$ cat config.mk
export PLATFORM = sky130hd
export DESIGN_NAME = disp_scan
export DESIGN_NICKNAME = d
export VERILOG_FILES = /design/src/rtl/disp_scan.sv
export SDC_FILE = /design/constraint.sdc
export NUM_CORES = 1
export LEC_CHECK = 0
export BUFFER_PORTS_ARGS = -buffer_cell sky130_fd_sc_hd__buf_2
export CORE_UTILIZATION = 50
export CTS_CLUSTER_SIZE = 14
export DETAILED_ROUTE_END_ITERATION = 12
export MAX_ROUTING_LAYER = met4
export PLACE_DENSITY = 0.74
export SYNTH_ARGS = -nofsm -noshare
export SYNTH_HDL_FRONTEND = slang
export SYNTH_SLANG_ARGS = --single-unit
$ cat constraint.sdc
create_clock -name clk -period 3.6 [get_ports clk]
set_clock_uncertainty 0.05 [all_clocks]
set_input_delay 0 -clock clk [delete_from_list [all_inputs] [get_ports clk]]
set_output_delay 0 -clock clk [all_outputs]
set_load 0.02 [all_outputs]
$ cat src/rtl/disp_scan.sv
// disp_scan -- multiplexed display scanner with double-buffered frame.
//
// Digits are shifted one at a time into a shadow buffer (load) and copied
// as a whole into the active frame (commit), so the visible frame never
// shows a half-written value. A prescaler divides clk by SCAN_DIV. On each
// scan step, one position of the active frame is presented on
// digit_pos/digit_cur and scan_tick pulses for one clock.
//
// Optional feature: define DISP_SCAN_BLANK_EN to enable leading-zero
// blanking. A nonzero position p is then driven as BLANK_CODE when
// active[p..NUM_DIGITS-1] are all zero. Position 0 is never blanked.
//
// Ports
//   clk        in   single clock, rising edge
//   rst_n      in   asynchronous active-low reset
//   digit_in   in   DIGIT_W  code shifted into shadow[0] on load
//   load       in   shift strobe
//   commit     in   shadow -> active copy strobe
//   digit_pos  out  POS_W    position being driven
//   digit_cur  out  DIGIT_W  code for digit_pos (after blanking)
//   scan_tick  out  one-clock pulse after each digit_pos/digit_cur update
module disp_scan #(
  parameter int unsigned        NUM_DIGITS = 6,
  parameter int unsigned        DIGIT_W    = 5,
  parameter int unsigned        SCAN_DIV   = 2,
  parameter logic [DIGIT_W-1:0] BLANK_CODE = '1,
  localparam int unsigned       POS_W      = (NUM_DIGITS > 2) ? $clog2(NUM_DIGITS) : 1
) (
  input  logic               clk,
  input  logic               rst_n,
  input  logic [DIGIT_W-1:0] digit_in,
  input  logic               load,
  input  logic               commit,
  output logic [POS_W-1:0]   digit_pos,
  output logic [DIGIT_W-1:0] digit_cur,
  output logic               scan_tick
);

  localparam logic [15:0]      DIV_LAST = 16'(SCAN_DIV - 1);
  localparam logic [POS_W-1:0] IDX_LAST = POS_W'(NUM_DIGITS - 1);

  logic [NUM_DIGITS-1:0][DIGIT_W-1:0] shadow_q, shadow_d;
  logic [NUM_DIGITS-1:0][DIGIT_W-1:0] active_q, active_d;
  logic [15:0]                        presc_q;
  logic [POS_W-1:0]                   scan_idx_q, scan_idx_d;
  logic [POS_W-1:0]                   digit_pos_q;
  logic [DIGIT_W-1:0]                 digit_cur_q, digit_cur_d;
  logic                               scan_tick_q;
  logic                               step;
  logic                               blank_w;

  assign step = (presc_q == DIV_LAST);

  always_comb begin
    shadow_d = shadow_q;
    if (load) begin
      shadow_d[0] = digit_in;
      for (int i = 1; i < NUM_DIGITS; i++) begin
        shadow_d[i] = shadow_q[i-1];
      end
    end
  end

  // Commit takes the post-shift shadow so load+commit on one edge shows the new digit.
  assign active_d = commit ? shadow_d : active_q;

  // Explicit wrap keeps the index in range for non-power-of-2 NUM_DIGITS.
  assign scan_idx_d = (scan_idx_q == IDX_LAST) ? '0 : scan_idx_q + POS_W'(1);

`ifdef DISP_SCAN_BLANK_EN
  // Blank when this position and every higher one are zero; position 0 always shows.
  always_comb begin
    blank_w = (scan_idx_q != '0);
    for (int q = 0; q < NUM_DIGITS; q++) begin
      if (q >= int'(scan_idx_q) && active_q[q] != '0) begin
        blank_w = 1'b0;
      end
    end
  end
`else
  assign blank_w = 1'b0;
`endif

  // Uses active_q (pre-commit), so a commit on a step edge shows from the next step.
  assign digit_cur_d = blank_w ? BLANK_CODE : active_q[scan_idx_q];

  always_ff @(posedge clk or negedge rst_n) begin
    if (!rst_n) begin
      shadow_q    <= '0;
      active_q    <= '0;
      presc_q     <= '0;
      scan_idx_q  <= '0;
      digit_pos_q <= '0;
      digit_cur_q <= '0;
      scan_tick_q <= 1'b0;
    end else begin
      shadow_q    <= shadow_d;
      active_q    <= active_d;
      scan_tick_q <= step;
      if (step) begin
        presc_q     <= '0;
        digit_pos_q <= scan_idx_q;
        digit_cur_q <= digit_cur_d;
        scan_idx_q  <= scan_idx_d;
      end else begin
        presc_q <= presc_q + 16'd1;
      end
    end
  end

  assign digit_pos = digit_pos_q;
  assign digit_cur = digit_cur_q;
  assign scan_tick = scan_tick_q;

endmodule

==> key figures, run 1 <==
Finish
  – Commonest non-fill, non-tap cells in the layout: 88 x dfrtp_1, 67 x mux2_2, 16 x buf_2, 12 x xnor2_1, 11 x clkbuf_8
  – Synth-to-Final Area Change: 11.1%
  – Nets: 278
  – Post-layout util: 58.5%
  – Layout cells sized above 1: 40.0%
  – Most common cell after layout, fill and taps aside: dfrtp_1
  – N_diodes: 0
  – Fin area: 4020 sq um

Routing
  – Drt first-iter violations: 151
  – First-pass DRT Iterations: 4
  – Vias: 1888
  – WL/cell: 15.3 microns
  – DRC errors left: 0
  – WL final: 5600 microns
  – Via density: 5.16
  – Antenna-violating nets left: 0

Critical path
  – R2R Setup Slk: 1.33 ns
  – CP endpoint kind: flop
  – R2R Path End: scan_idx_q[1]
  – Critical path data required time: 3.80 ns
  – Crit path DAT: 2.47 ns
  – Critical path type: reg -> reg
  – Max incr delay on CP: 0.69 ns
  – CP Cell Sequence: inv_1 > ha_1 > nor4b_1 > and4_1 > nand2_1 > mux2_4
  – Slowest CP cell: and4_1
  – Worst R2R Path Depth: 6
  – Worst r2r src: presc_q[1]
  – Startpoint types: flop
  – Crit path max fanout: 20

Die
  – Die Span X: 87.0 microns
  – Die ar.: 7570 sq um
  – Num rows: 30
  – Die height: 87.0 microns
  – Initial Util: 52.6%
  – Core ar.: 6870 sq um
  – I/O Pins: 18

Min path
  – Worst Hold End: shadow_q[25]
  – Worst hold-check path type: in -> reg
  – Hold path depth: 2
  – Worst Hold Launch: load

Yosys
  – Syn Nets: 254
  – Synth Cell Area: 3610 sq um
  – Syn Inst Count: 243
  – FFs w/ async S/R, synth: 100%
  – Post-synth EDFFs: 0
  – Post-synth top area cell: dfrtp_1
  – Sequential area share after synthesis: 60.9%
  – Syn Area/Cell: 14.9 sq um
  – FF+latch count, synth: 88
  – Area contributors post-synth: dfrtp_1 61%, mux2_2 21%, mux4_2 3.1%
  – Synth top area share: 60.9%
  – Synth cell types: 28
  – Ys Warns: 0
  – Most common flop cell mapped by yosys: dfrtp_1

Clocking
  – Clk slew on worst S/H paths: 0.08 ns
  – Total setup buffers inserted after CTS: 0
  – Post-CTS sizing: 0
  – Root Buffer: clkbuf_8
  – Num CTS Buffers: 9
  – Count of hold-fix buffers inserted at cts: 6
  – Htree depth: 3
  – CTS Buffer Depth: 2
  – Skew-Pair Late Insertion Delay: 0.36 ns
  – CTS Sinks: 88
  – CTS tree: yes

Global route
  – Pin count of the biggest net entering global routing: 89
  – Vias in the first global route: 2024
  – Initial antenna violation count: 0
  – Total GRT Usage: 18.1%
  – First-pass GRT wire length: 9560 microns
  – Gr ovfl total: 0

Place
  – Input/output buffers: 17
  – Hpwl dp: 3480 microns
  – Post-DP Area: 3760 sq um
  – Placer Congestion: 0.776

STA
  – Maximum clock rate: 441 MHz
  – Slew HR: 28.8%
  – Total negative slack: 0 ns
  – Final hold vios: 0
  – Unrepaired setup endpoints after global routing: false
  – Tmin final: 2.27 ns
  – Final Max Tran Viols: 0
  – Slew @ Worst Pin: 1.07 ns
  – Final Setup Violations: 0
  – Final period util: 62.9%

Power and ir drop
  – Ratio of total power to cell area: 563 nW/um^2
  – Peak supply drop: 0.240 mV
  – P_leak: 1.76 nW

Job
  – Max-Cap Viols: 0

Status
  – Status: completed
==> synthesized netlist by cell type, drive strengths merged, types with 3 or more instances <==
cell / count
buf: 6
mux4: 5
clkbuf: 4
a22oi: 5
nor2: 11
and3: 3
nor3: 3
xnor2: 12
nand3: 7
dfrtp: 88
mux2: 69
inv: 3
nand4: 3
a21oi: 5
nand2: 8
==> per-stage QoR <==
stage	total power, W	setup slack (ns)	cells	hold WS (ns)
2_1_floorplan	0.00149	1.97	243	-0.346
3_3_place_gp	0.00159	1.41	346	0.197
6_report	0.00226	1.33	366	0.256
5_1_grt	0.00237	1.15	366	0.273
4_1_cts	0.00228	1.33	366	0.254
3_5_place_dp	0.00160	1.35	346	0.204
==> metal layers <==
layer	vias up	part of all wire, %	track usage, %
met1	951	48	22.9
li1	905	-	-
met2	20	46	26.1
met3	12	2.9	5.50
met4	0	2.6	10.0
met5	-	0	-
==> where the power goes <==
group,switching (W),leakage [nW],internal [W]
logic,0.000137,0.589,0.000186
registers,0.0000860,1.08,0.00117
clock network,0.000329,0.0973,0.000350
total,0.000553,1.76,0.00171
==> registers in the layout, indices dropped and copies added, names as in the netlist <==
name / cells
digit_cur: 5
scan_tick: 1
digit_pos: 3
active_q: 30
presc_q: 16
shadow_q: 30
scan_idx_q: 3
==> kinds of logic after synthesis <==
group	synth area share, %
DFF	60.9
muxes	25.1
and+or+nand+nor	6.03
xor gates and xnor gates	3.39
buffers and inverters	1.97
AOI/OAI and AO/OA	1.87
adders and majority gates	0.692
==> final cells by class <==
cell class	count	area, sq um
flip-flops and latches	88	2200
well taps	96	120
repair buffers	23	148
clock inverters	3	42.5
clock buffers	11	151
fillers	539	2850
inverters	3	11.3
multi-input cells	142	1340
==> worst max path at each step <==
stage,startpoint,end,slack [ns],cells after the start
finish,presc_q[1],scan_idx_q[1],1.33,6
global route,presc_q[1],scan_idx_q[1],1.15,6
CTS,presc_q[1],scan_idx_q[1],1.33,6
detailed placement,presc_q[1],scan_idx_q[1],1.35,6
global placement,presc_q[1],scan_idx_q[1],1.41,6
floorplan,presc_q[1],digit_pos[1],1.97,6
==> critical path, delay by kind of cell (launching register included) <==
kind / cells / cell delay (ns)
adders and majority gates: 1 / 0.13
DFF: 1 / 0.43
muxes: 1 / 0.34
and+or+nand+nor: 3 / 1.13
buffers and inverters: 1 / 0.07
(Power assumes the default switching activity.)
==> run 2, diff against run 1 <==
--- a/config.mk
+++ b/config.mk
@@ -10,7 +10,7 @@
 export CTS_CLUSTER_SIZE = 14
 export DETAILED_ROUTE_END_ITERATION = 12
 export MAX_ROUTING_LAYER = met4
-export PLACE_DENSITY = 0.74
+export PLACE_DENSITY = 0.77
 export SYNTH_ARGS = -nofsm -noshare
 export SYNTH_HDL_FRONTEND = slang
 export SYNTH_SLANG_ARGS = --single-unit
==> constraint.sdc (replaced) <==
create_clock -name clk -period 1.9 [get_ports clk]
set_clock_uncertainty 0.05 [all_clocks]
set_input_delay 0 -clock clk [delete_from_list [all_inputs] [get_ports clk]]
set_output_delay 0 -clock clk [all_outputs]
set_load 0.02 [all_outputs]
==> run 2 against run 1 <==
  * Utilization increased by 1.2 points
  * Global-route usage up 0.94 points
  * Worst setup slack got worse by 1.2 ns
  * Largest cell class unchanged
  * Design area is 2.0% higher
  * Register-to-register slack worse by 1.2 ns
==> key figures, run 2 (synthesized netlist as in run 1, its figures left out) <==
Clocking
  – Skew-Pair Late Insertion Delay: 0.36 ns (about the same)
  – Post-CTS sizing: 0 (unchanged)
  – CTS Buffer Depth: 2 (unchanged)
  – Root Buffer: clkbuf_8 (unchanged)
  – Clk slew on worst S/H paths: 0.08 ns (about the same)
  – CTS tree: yes (unchanged)
  – Num CTS Buffers: 9 (unchanged)
  – Count of hold-fix buffers inserted at cts: 6 (unchanged)
  – Total setup buffers inserted after CTS: 0 (unchanged)
  – Htree depth: 3 (unchanged)
  – CTS Sinks: 88 (unchanged)

Die
  – I/O Pins: 18 (unchanged)
  – Die ar.: 7570 sq um (unchanged)
  – Die Span X: 87.0 microns (unchanged)
  – Die height: 87.0 microns (unchanged)
  – Core ar.: 6870 sq um (unchanged)
  – Num rows: 30 (unchanged)
  – Initial Util: 52.6% (unchanged)

Min path
  – Worst hold-check path type: in -> async (was in -> reg)

Power and ir drop
  – Clock share of power: 29.1% (was 30.0%)
  – Peak supply drop: 0.470 mV (was 0.240 mV)
  – Ratio of total power to cell area: 1040 nW/um^2 (was 563 nW/um^2)
  – Reg power frac: 56.3% (was 55.6%)
  – P_leak: 1.81 nW (was 1.76 nW)
  – Int Pwr: 0.00318 W (was 0.00171 W)
  – Combinational Power Share: 14.6% (was 14.3%)
  – Net Sw Frac: 25.1% (was 24.5%)
  – Net Switching: 0.00107 W (was 0.000553 W)
  – Power consumption: 0.00424 W (was 0.00226 W)

STA
  – Slew HR: 54.4% (was 28.8%)
  – Maximum clock rate: 564 MHz (was 441 MHz)
  – Tmin final: 1.77 ns (was 2.27 ns)
  – Unrepaired setup endpoints after global routing: false (unchanged)
  – Final Setup Violations: 0 (unchanged)
  – Final Max Tran Viols: 0 (unchanged)
  – Slew @ Worst Pin: 0.684 ns (was 1.07 ns)
  – Total negative slack: 0 ns (unchanged)
  – Final hold vios: 0 (unchanged)
  – Final period util: 93.3% (was 62.9%)

Job
  – Max-Cap Viols: 0 (unchanged)

Finish
  – Synth-to-Final Area Change: 13.4% (was 11.1%)
  – Post-layout util: 59.6% (was 58.5%)
  – Nets: 288 (was 278)
  – Commonest non-fill, non-tap cells in the layout: 88 x dfrtp_1, 67 x mux2_2, 16 x buf_2, 12 x xnor2_1 (was 88 x dfrtp_1, 67 x mux2_2, 16 x buf_2, 12 x xnor2_1, 11 x clkbuf_8)
  – N_diodes: 0 (unchanged)
  – Fillcell total: 548 (was 539)
  – Most common cell after layout, fill and taps aside: dfrtp_1 (unchanged)
  – Layout cells sized above 1: 42.2% (was 40.0%)
  – Biggest regs: active_q x30, shadow_q x30, presc_q x16 (unchanged)

Place
  – Placer Congestion: 0.836 (was 0.776)
  – Input/output buffers: 17 (unchanged)
  – Hpwl dp: 3790 microns (was 3480 microns)

Critical path
  – CP endpoint kind: flop (unchanged)
  – Startpoint types: flop (unchanged)
  – Worst r2r src: presc_q[1] (unchanged)
  – Crit path DAT: 1.96 ns (was 2.47 ns)
  – Critical path type: reg -> reg (unchanged)
  – Crit path max fanout: 8 (was 20)
  – Worst R2R Path Depth: 7 (was 6)
  – Critical path data required time: 2.09 ns (was 3.80 ns)
  – R2R Path End: presc_q[11] (was scan_idx_q[1])
  – R2R Setup Slk: 0.13 ns (was 1.33 ns)

Routing
  – Via density: 5.29 (was 5.16)
  – Drt first-iter violations: 74 (was 151)
  – Vias: 1998 (was 1888)
  – DRC errors left: 0 (unchanged)
  – WL final: 5840 microns (was 5600 microns)
  – First-pass DRT Iterations: 4 (unchanged)
  – WL/cell: 15.4 microns (was 15.3 microns)
  – Antenna-violating nets left: 0 (unchanged)

Global route
  – Gr ovfl total: 0 (unchanged)
  – Vias in the first global route: 2196 (was 2024)
  – Total GRT Usage: 19.1% (was 18.1%)
  – First-pass GRT wire length: 10400 microns (was 9560 microns)
  – Pin count of the biggest net entering global routing: 89 (unchanged)
  – Initial antenna violation count: 0 (unchanged)

Status
  – Status: completed (unchanged)
run 2: routing by layer:
metal  track usage [%]  part of all wire (%)
met5                 -                     0
met4              10.2                   2.4
met3              3.51                   2.6
met2              29.6                    49
met1              23.8                    46
run 2: cell type report:
cell class / instances / area (sq um) / share of cell area (%)
Multi-Input combinational cell: 142 / 1340 / 32.7
Inverter: 3 / 11.3 / 0.275
Timing Repair Buffer: 33 / 235 / 5.74
Clock buffer: 10 / 128 / 3.12
Clock inverter: 6 / 60.1 / 1.47
Sequential cell: 88 / 2200 / 53.8
Tap cell: 96 / 120 / 2.93
run 2: critical path, stage by stage (launching register included):
cell and delay, ns:
dfrtp_1 0.39, inv_1 0.06, ha_1 0.12, nor4b_1 0.20, and4_1 0.34, buf_4 0.20
nor2_2 0.04, mux2_4 0.26
run 2: stage by stage:
step | setup WS (ns) | cell area (sq um) | instances | hold WS (ns)
final | 0.128 | 4100 | 378 | 0.152
after global routing | 0.0326 | 4100 | 378 | 0.226
after CTS | 0.117 | 4100 | 378 | 0.182
after detailed placement | 0.133 | 3850 | 356 | 0.0222
after global placement | 0.169 | 3850 | 356 | 0.0225
after floorplan | 0.273 | 3610 | 243 | -0.346
run 2: power by group through the flow:
stage	sequential [W]	clock (W)	combinational [W]
CTS	0.00240	0.00127	0.000629
floorplan	0.00242	0	0.000413
detailed placement	0.00243	0	0.000619
global placement	0.00241	0	0.000597
global route	0.00244	0.00134	0.000679
finish	0.00239	0.00123	0.000619
run 2: worst max-delay path by stage:
stage                           from            to  slack (ns)  cells past startpoint
after floorplan           presc_q[1]  digit_pos[1]        0.27                      6
after global placement    presc_q[1]  digit_pos[1]        0.17                      6
after detailed placement  presc_q[1]  digit_pos[1]        0.13                      6
after CTS                 presc_q[3]  digit_pos[1]        0.12                      4
after global routing      presc_q[1]  digit_pos[1]        0.03                      6
final                     presc_q[1]   presc_q[11]        0.13                      7
